## config.mk

```make
export PLATFORM = sky130hd
export DESIGN_NAME = cp0_intc
export DESIGN_NICKNAME = d
export VERILOG_FILES = /design/src/rtl/cp0_intc.sv
export SDC_FILE = /design/constraint.sdc
export NUM_CORES = 1
export LEC_CHECK = 0
export ABC_CLOCK_PERIOD_IN_PS = 3100
export CAP_MARGIN = 20
export CORE_MARGIN = 5
export CORE_UTILIZATION = 49
export DETAILED_ROUTE_END_ITERATION = 10
export PLACE_DENSITY = 0.77
export SETUP_SLACK_MARGIN = 0.1
export SYNTH_ARGS = -nofsm -noshare
export SYNTH_HDL_FRONTEND = slang
export SYNTH_SLANG_ARGS = --single-unit
```

## constraint.sdc

```tcl
create_clock -name clock -period 3.1 [get_ports clock]
set_input_delay 0.31 -clock clock [delete_from_list [all_inputs] [get_ports clock]]
set_output_delay 0.31 -clock clock [all_outputs]
set_load 0.03 [all_outputs]
```

## src/rtl/cp0_intc.sv

```systemverilog
// cp0_intc: coprocessor-0 interrupt/exception controller for the single-cycle MIPS core.
// Handles NIRQ prioritised edge/level interrupt lines with per-line mask, synchronous
// exceptions, a nesting stack of {EPC, IE, IM} and vectored interrupt entry.
// The redirect decision is combinational from registered state; all state updates
// happen on the rising clock edge.
module cp0_intc #(
    parameter int          NIRQ      = 8,
    parameter int          NEST      = 4,
    parameter logic [31:0] EXC_BASE  = 32'h0000_0008,
    parameter int          VEC_SHIFT = 4
) (
    input  logic            clock,
    input  logic            resetn,
    input  logic [NIRQ-1:0] irq,
    input  logic            exc_req,
    input  logic [3:0]      exc_code,
    input  logic [31:0]     pc,
    input  logic [31:0]     npc,
    input  logic            mtc0,
    input  logic [1:0]      c0_addr,
    input  logic [31:0]     wdata,
    output logic [31:0]     rdata,
    input  logic            eret,
    output logic            redirect,
    output logic [31:0]     redirect_pc,
    output logic [NIRQ-1:0] inta,
    output logic [3:0]      depth
);

    localparam logic [3:0] NEST_L   = 4'(NEST);
    localparam logic [1:0] A_STATUS = 2'd0;
    localparam logic [1:0] A_CAUSE  = 2'd1;
    localparam logic [1:0] A_EPC    = 2'd2;
    localparam logic [1:0] A_MODE   = 2'd3;

    // architectural state
    logic            ie_q, ie_d;
    logic [NIRQ-1:0] im_q, im_d;
    logic [NIRQ-1:0] mode_q, mode_d;
    logic [NIRQ-1:0] pend_q, pend_d;
    logic [NIRQ-1:0] irq_q, irq_d;
    logic [3:0]      depth_q, depth_d;
    logic [3:0]      code_q, code_d;
    logic            ov_q, ov_d;
    logic            uf_q, uf_d;

    // nesting stack
    logic [31:0]     stk_epc_q [NEST];
    logic [31:0]     stk_epc_d [NEST];
    logic            stk_ie_q  [NEST];
    logic            stk_ie_d  [NEST];
    logic [NIRQ-1:0] stk_im_q  [NEST];
    logic [NIRQ-1:0] stk_im_d  [NEST];

    // decision signals
    logic [NIRQ-1:0] req;
    logic [NIRQ-1:0] ack_vec;
    logic [NIRQ-1:0] keep_mask;
    logic [NIRQ-1:0] clr;
    logic [4:0]      k;
    logic [3:0]      top;
    logic [31:0]     epc_cur;
    logic            top_ie;
    logic [NIRQ-1:0] top_im;
    logic [31:0]     vec_pc;
    logic            can_push;
    logic            int_cond;
    logic            do_eret;
    logic            do_int;
    logic            do_mtc0;

    assign irq_d = irq;
    assign depth = depth_q;

    // Pick the highest-priority (lowest index) enabled pending line and its masks.
    always_comb begin
        req       = pend_q & im_q;
        k         = '0;
        ack_vec   = '0;
        keep_mask = '0;
        for (int i = NIRQ - 1; i >= 0; i--) begin
            if (req[i]) k = 5'(i);
        end
        for (int i = 0; i < NIRQ; i++) begin
            ack_vec[i]   = (5'(i) == k);
            keep_mask[i] = (5'(i) < k);
        end
        vec_pc = EXC_BASE + ((32'(k) + 32'd1) << VEC_SHIFT);
    end

    // Locate the stack entry visible as EPC (entry 0 when the stack is empty).
    always_comb begin
        top     = (depth_q == 4'd0) ? 4'd0 : depth_q - 4'd1;
        epc_cur = '0;
        top_ie  = 1'b0;
        top_im  = '0;
        for (int i = 0; i < NEST; i++) begin
            if (4'(i) == top) begin
                epc_cur = stk_epc_q[i];
                top_ie  = stk_ie_q[i];
                top_im  = stk_im_q[i];
            end
        end
    end

    // Arbitrate exception > eret > interrupt > mtc0 and drive the redirect outputs.
    always_comb begin
        can_push = (depth_q < NEST_L);
        int_cond = ie_q & can_push & (|req);
        do_eret  = ~exc_req & eret;
        do_int   = ~exc_req & ~eret & int_cond;
        do_mtc0  = mtc0 & ~exc_req & ~eret & ~int_cond;

        redirect = resetn & (exc_req | eret | int_cond);
        if (exc_req)       redirect_pc = EXC_BASE;
        else if (eret)     redirect_pc = epc_cur;
        else if (int_cond) redirect_pc = vec_pc;
        else               redirect_pc = EXC_BASE;
        inta = (resetn & do_int) ? ack_vec : '0;
    end

    // Next-state for pending bits, control registers and the nesting stack.
    always_comb begin
        ie_d      = ie_q;
        im_d      = im_q;
        mode_d    = mode_q;
        depth_d   = depth_q;
        code_d    = code_q;
        ov_d      = ov_q;
        uf_d      = uf_q;
        stk_epc_d = stk_epc_q;
        stk_ie_d  = stk_ie_q;
        stk_im_d  = stk_im_q;

        // edge lines latch a rising edge until taken or cleared; level lines follow irq
        clr = '0;
        if (do_int) clr = ack_vec;
        if (do_mtc0 && (c0_addr == A_CAUSE)) clr = clr | wdata[8 +: NIRQ];
        pend_d = (mode_q & ((pend_q & ~clr) | (irq & ~irq_q))) | (~mode_q & irq);

        if (exc_req) begin
            if (can_push) begin
                for (int i = 0; i < NEST; i++) begin
                    if (4'(i) == depth_q) begin
                        stk_epc_d[i] = pc;
                        stk_ie_d[i]  = ie_q;
                        stk_im_d[i]  = im_q;
                    end
                end
                depth_d = depth_q + 4'd1;
            end else begin
                ov_d = 1'b1;
            end
            ie_d   = 1'b0;
            code_d = exc_code;
        end else if (do_eret) begin
            if (depth_q != 4'd0) begin
                ie_d    = top_ie;
                im_d    = top_im;
                depth_d = depth_q - 4'd1;
            end else begin
                uf_d = 1'b1;
            end
        end else if (do_int) begin
            for (int i = 0; i < NEST; i++) begin
                if (4'(i) == depth_q) begin
                    stk_epc_d[i] = npc;
                    stk_ie_d[i]  = ie_q;
                    stk_im_d[i]  = im_q;
                end
            end
            depth_d = depth_q + 4'd1;
            im_d    = im_q & keep_mask;
            code_d  = 4'd0;
        end else if (do_mtc0) begin
            case (c0_addr)
                A_STATUS: begin
                    ie_d = wdata[0];
                    im_d = wdata[8 +: NIRQ];
                end
                A_EPC: begin
                    for (int i = 0; i < NEST; i++) begin
                        if (4'(i) == top) stk_epc_d[i] = wdata;
                    end
                end
                A_MODE:  mode_d = wdata[NIRQ-1:0];
                default: ;
            endcase
        end
    end

    // Register all state; asynchronous reset clears everything including the stack.
    always_ff @(posedge clock or negedge resetn) begin
        if (!resetn) begin
            ie_q    <= 1'b0;
            im_q    <= '0;
            mode_q  <= '0;
            pend_q  <= '0;
            irq_q   <= '0;
            depth_q <= '0;
            code_q  <= '0;
            ov_q    <= 1'b0;
            uf_q    <= 1'b0;
            for (int i = 0; i < NEST; i++) begin
                stk_epc_q[i] <= '0;
                stk_ie_q[i]  <= 1'b0;
                stk_im_q[i]  <= '0;
            end
        end else begin
            ie_q      <= ie_d;
            im_q      <= im_d;
            mode_q    <= mode_d;
            pend_q    <= pend_d;
            irq_q     <= irq_d;
            depth_q   <= depth_d;
            code_q    <= code_d;
            ov_q      <= ov_d;
            uf_q      <= uf_d;
            stk_epc_q <= stk_epc_d;
            stk_ie_q  <= stk_ie_d;
            stk_im_q  <= stk_im_d;
        end
    end

    // mfc0 read mux; unused bits read as zero.
    always_comb begin
        rdata = '0;
        case (c0_addr)
            A_STATUS: begin
                rdata[8 +: NIRQ] = im_q;
                rdata[0]         = ie_q;
            end
            A_CAUSE: begin
                rdata[31]        = ov_q;
                rdata[30]        = uf_q;
                rdata[27:24]     = depth_q;
                rdata[8 +: NIRQ] = pend_q;
                rdata[5:2]       = code_q;
            end
            A_EPC:   rdata = epc_cur;
            default: rdata[NIRQ-1:0] = mode_q;
        endcase
    end

endmodule

```

==> summary by stage <==
Global routing
The number of antenna violations at the first check in global routing is 0. The via count of the first global-routing pass is 11191. Global routing finished with a remaining overflow of 0. The pin count of the biggest net entering global routing is 196. The first global-routing pass estimated 64100 µm of wire. The total track usage is 0.309.

STA
Measured against its own limit, the worst slew margin works out to 0.178. Setup repair after global routing could not meet its margin everywhere. The achievable frequency is 301 MHz. The total count of hold-check failures in the final report is 0. Setup violations remaining at the end of the flow were counted as 59. The time the worst path needs with I/O delays and setup is 3.32 ns. Dividing the final minimum period by the clock period gives 1.07.

In the post-route analysis, the smallest setup slack over all paths is -0.218 ns. The actual slew at the worst max-slew pin is 1.23 ns. The final count of pins violating max slew is 0. The clock tree skew after final layout is 0.0149 ns.

Power and ir drop
The power per cell area is 1010 nW/µm². For this design the static power due to leakage is 7.03 nW. The maximum vdd drop is 488 µV.

Detailed routing
The DRC violations left is 0. The routed layout has 11322 vias. The post-route antenna net violation count is 0. After detailed routing, the total wire length is 43500 µm. After detailed routing, the number of vias per cell comes to 6.47.

The first detailed-routing pass took 7 iterations. The iteration-0 DRC count of the detailed router is 1532. The routed length per placed instance is 24.8 µm.

Synthesis
The share of the synthesized area in the top cell type is 0.464. In the synthesized netlist the dominant register cell turns out to be sky130_fd_sc_hd__dfrtp_1. The synthesized design contains 207 register bits. Summed over all instances, the cell type with the most area after synthesis is sky130_fd_sc_hd__dfrtp_1. The commonest cells after synthesis are sky130_fd_sc_hd__dfrtp_1 (207), sky130_fd_sc_hd__nand2_1 (166), sky130_fd_sc_hd__a21oi_1 (89). In the synthesized netlist the async set-or-reset flop fraction comes to 1.00. Among all cell types in the netlist, the one instantiated most often is sky130_fd_sc_hd__dfrtp_1.

The synthesized netlist net count is 1338. After technology mapping, the gate count stands at 1209. The share of the Yosys chip area taken by registers is 0.464. After synthesis the cells add up to 11200 µm².

The count of flip-flops with a built-in enable after synthesis is 0. Sorting the synthesized cells by area gives the leading types as sky130_fd_sc_hd__dfrtp_1 (46%), sky130_fd_sc_hd__nand2_1 (5.6%), sky130_fd_sc_hd__mux2_2 (5.0%). In this run, distinct cell masters in the synthesized netlist total 62. A synthesized cell averages 9.23 µm². For this run, the number of Yosys warnings is 0.

Floorplanning
For this configuration, the core starts out at a cell density of 0.495. The floorplan die area is 25900 µm². The die span in x is 161 µm. The die span in y is 161 µm. In this run the core area contains 55 standard-cell rows. 192 I/O pins were placed. The total core area is 22600 µm².

Worst setup path
At the worst endpoint, the arrival time is 3.01 ns. The endpoint of the worst-slack reg-to-reg timing path is stk_epc_q[40]$_DFFE_PN0P_. The kind of start point of the critical path is a flip-flop. Together, buffers and inverters on the worst path number 4. For the worst flop-to-flop path, the logic depth is 8. The maximum fanout along the worst path is 6. The required time of the worst setup path is 2.79 ns. The worst reg2reg path startpoint is depth[2]$_DFFE_PN0P_.

The maximum single-stage delay on the critical path is 0.55 ns. The cell family with the largest share of critical-path delay is compound AO/OA/AOI/OAI gates. By startpoint and endpoint, the worst setup path is classified as flip-flop to output port. The slowest stage of the critical path is the sky130_fd_sc_hd__or4b_4 cell. By instance count, the cell type seen most on the critical path is sky130_fd_sc_hd__buf_6.

The element type at the critical path end is an output port. The worst setup slack for register-to-register paths is 0.20 ns. Traced cell by cell, the critical path runs through inv_2 > ha_4 > or4b_4 > o221a_4 > buf_6 > nor2_4 > o22ai_2 > a21o_1 > buf_6 > o21ai_4 > buf_6. The critical path crosses 11 cells after its start point.

Clock tree
The clock buffer count from CTS is 24. CTS placed an instance of sky130_fd_sc_hd__clkbuf_16 at the clock tree root. The TritonCTS sink count is 207. Clock-pin slew was measured on the worst setup and hold paths at 0.06 ns. The later pin in the worst-skew pair is clocked with a latency of 0.53 ns. In this run the deepest clock path goes through 3 buffers. The clock tree from TritonCTS is built. CTS built an H-tree with a depth of 1.

Min path
The path with the worst hold slack has its endpoint at irq_q[2]$_DFF_PN0_. Along the worst hold path, the cell count comes to 1. The class of the most critical hold timing path is input pin to flip-flop. The source of the worst hold timing path is irq[2].

Run status
The final reports fail on setup timing. The run finished, with violations left.

Placement
Summing all placed instances gives a cell area of 14200 µm². The count of input and output buffers is 191. The routability congestion estimate from global placement is 0.956. The HPWL after detailed placement is 27800 µm.

Layout
Fill cells in the final layout number 1475. The synthesis-to-finish area growth is 48.1%. For this run, the post-layout net count is 1578. The area of all placed cells without fillers is 16500 µm². The antenna diode count is 0. Measured on the finished design, the core utilization comes to 0.733. The ratio of cells with drive above 1 in the final layout is 0.304.

Flow run
The number of max-cap violations is 0.
-- worst max path at each step --
stage | to | from
4_1_cts | rdata[28] | depth[1]$_DFFE_PN0P_
2_1_floorplan | rdata[31] | depth[0]$_DFFE_PN0P_
3_3_place_gp | rdata[6] | depth[1]$_DFFE_PN0P_
5_1_grt | redirect_pc[20] | depth[0]$_DFFE_PN0P_
3_5_place_dp | rdata[7] | depth[1]$_DFFE_PN0P_
6_report | redirect_pc[6] | depth[1]$_DFFE_PN0P_
-- routing by layer --
| metal | vias to the layer above | track usage | routed length, µm |
|---|---|---|---|
| li1 | 4850 | - | - |
| met1 | 5599 | 0.405 | 16500 |
| met2 | 710 | 0.507 | 20800 |
| met3 | 163 | 0.0670 | 4260 |
| met4 | 0 | 0.116 | 1880 |
| met5 | - | 0 | 0 |
-- power by group --
part	internal [mW]	switching [mW]	leakage [nW]
sequential	3.78	0.919	2.59
combinational	3.97	4.94	4.01
clock	1.95	1.18	0.426
-- area by class of cell --
| type | count | area, µm² | share of cell area |
|---|---|---|---|
| tap | 285 | 357 | 0.0216 |
| multi-input combinational | 857 | 6550 | 0.396 |
| clock inverter | 13 | 195 | 0.0118 |
| sequential | 207 | 5190 | 0.314 |
| clock buffer | 30 | 674 | 0.0408 |
| inverter | 46 | 173 | 0.0104 |
| timing repair buffer | 313 | 3400 | 0.206 |
-- flip-flops by register name (all words and copies together) (netlist names) --
signal and count:
uf_q 1, pend_q 8, mode_q 8, ie_q 1, stk_im_q 32, im_q 8
irq_q 8, code_q 4, stk_ie_q 4, stk_epc_q 128, ov_q 1, depth 4
-- cell families (layout without fill, tap and decap cells) --
group | after synthesis | count (layout) | share of synthesized area
AO/OA/AOI/OAI | 418 | 418 | 0.241
AND/OR/NAND/NOR | 328 | 328 | 0.131
flip-flops | 207 | 207 | 0.464
buffers and inverters | 145 | 402 | 0.0566
multiplexers | 92 | 92 | 0.0881
adder cells (fa/ha/maj) | 14 | 14 | 0.0157
XOR/XNOR | 5 | 5 | 0.00392
-- cells in the final DEF, fill, tap and decap left out, types with 29 or more instances in the layout --
cell                              synthesis  final
sky130_fd_sc_hd__a21oi_1                 89     84
sky130_fd_sc_hd__a22o_1                  29     29
sky130_fd_sc_hd__buf_12                   3     32
sky130_fd_sc_hd__buf_4                    1     88
sky130_fd_sc_hd__buf_6                    2     64
sky130_fd_sc_hd__clkdlybuf4s50_1          0    116
sky130_fd_sc_hd__dfrtp_1                207    201
sky130_fd_sc_hd__inv_1                   46     44
sky130_fd_sc_hd__mux2_2                  50     50
sky130_fd_sc_hd__mux2i_1                 42     42
sky130_fd_sc_hd__nand2_1                166    162
sky130_fd_sc_hd__nor2_1                  71     37
sky130_fd_sc_hd__nor2_4                   0     29
sky130_fd_sc_hd__o21ai_0                 88     55
sky130_fd_sc_hd__o21ai_1                 71     65
-- metrics by stage --
step	hold WS, ns	total power [mW]	setup TNS, ns	instances	setup slack [ns]
6_report	0.264	16.7	-7.39	1751	-0.218
5_1_grt	0.276	17.4	-10.96	1751	-0.301
4_1_cts	0.238	15.5	-7.34	1729	-0.222
3_5_place_dp	0.171	11.0	0	1668	0.0190
3_3_place_gp	0.170	10.8	0	1668	0.0691
2_1_floorplan	0.0144	8.53	0	1209	0.0285
-- repair_timing --
action                                 CTS  global route
cloned                                   3             2
setup endpoints to repair               66            81
resized for setup                      205            80
hold buffers                             1             0
buffers inserted                        14            21
endpoints found under the hold margin   12             0
pin swaps                               26            57
No activity file was read; power rests on OpenSTA's default activity.
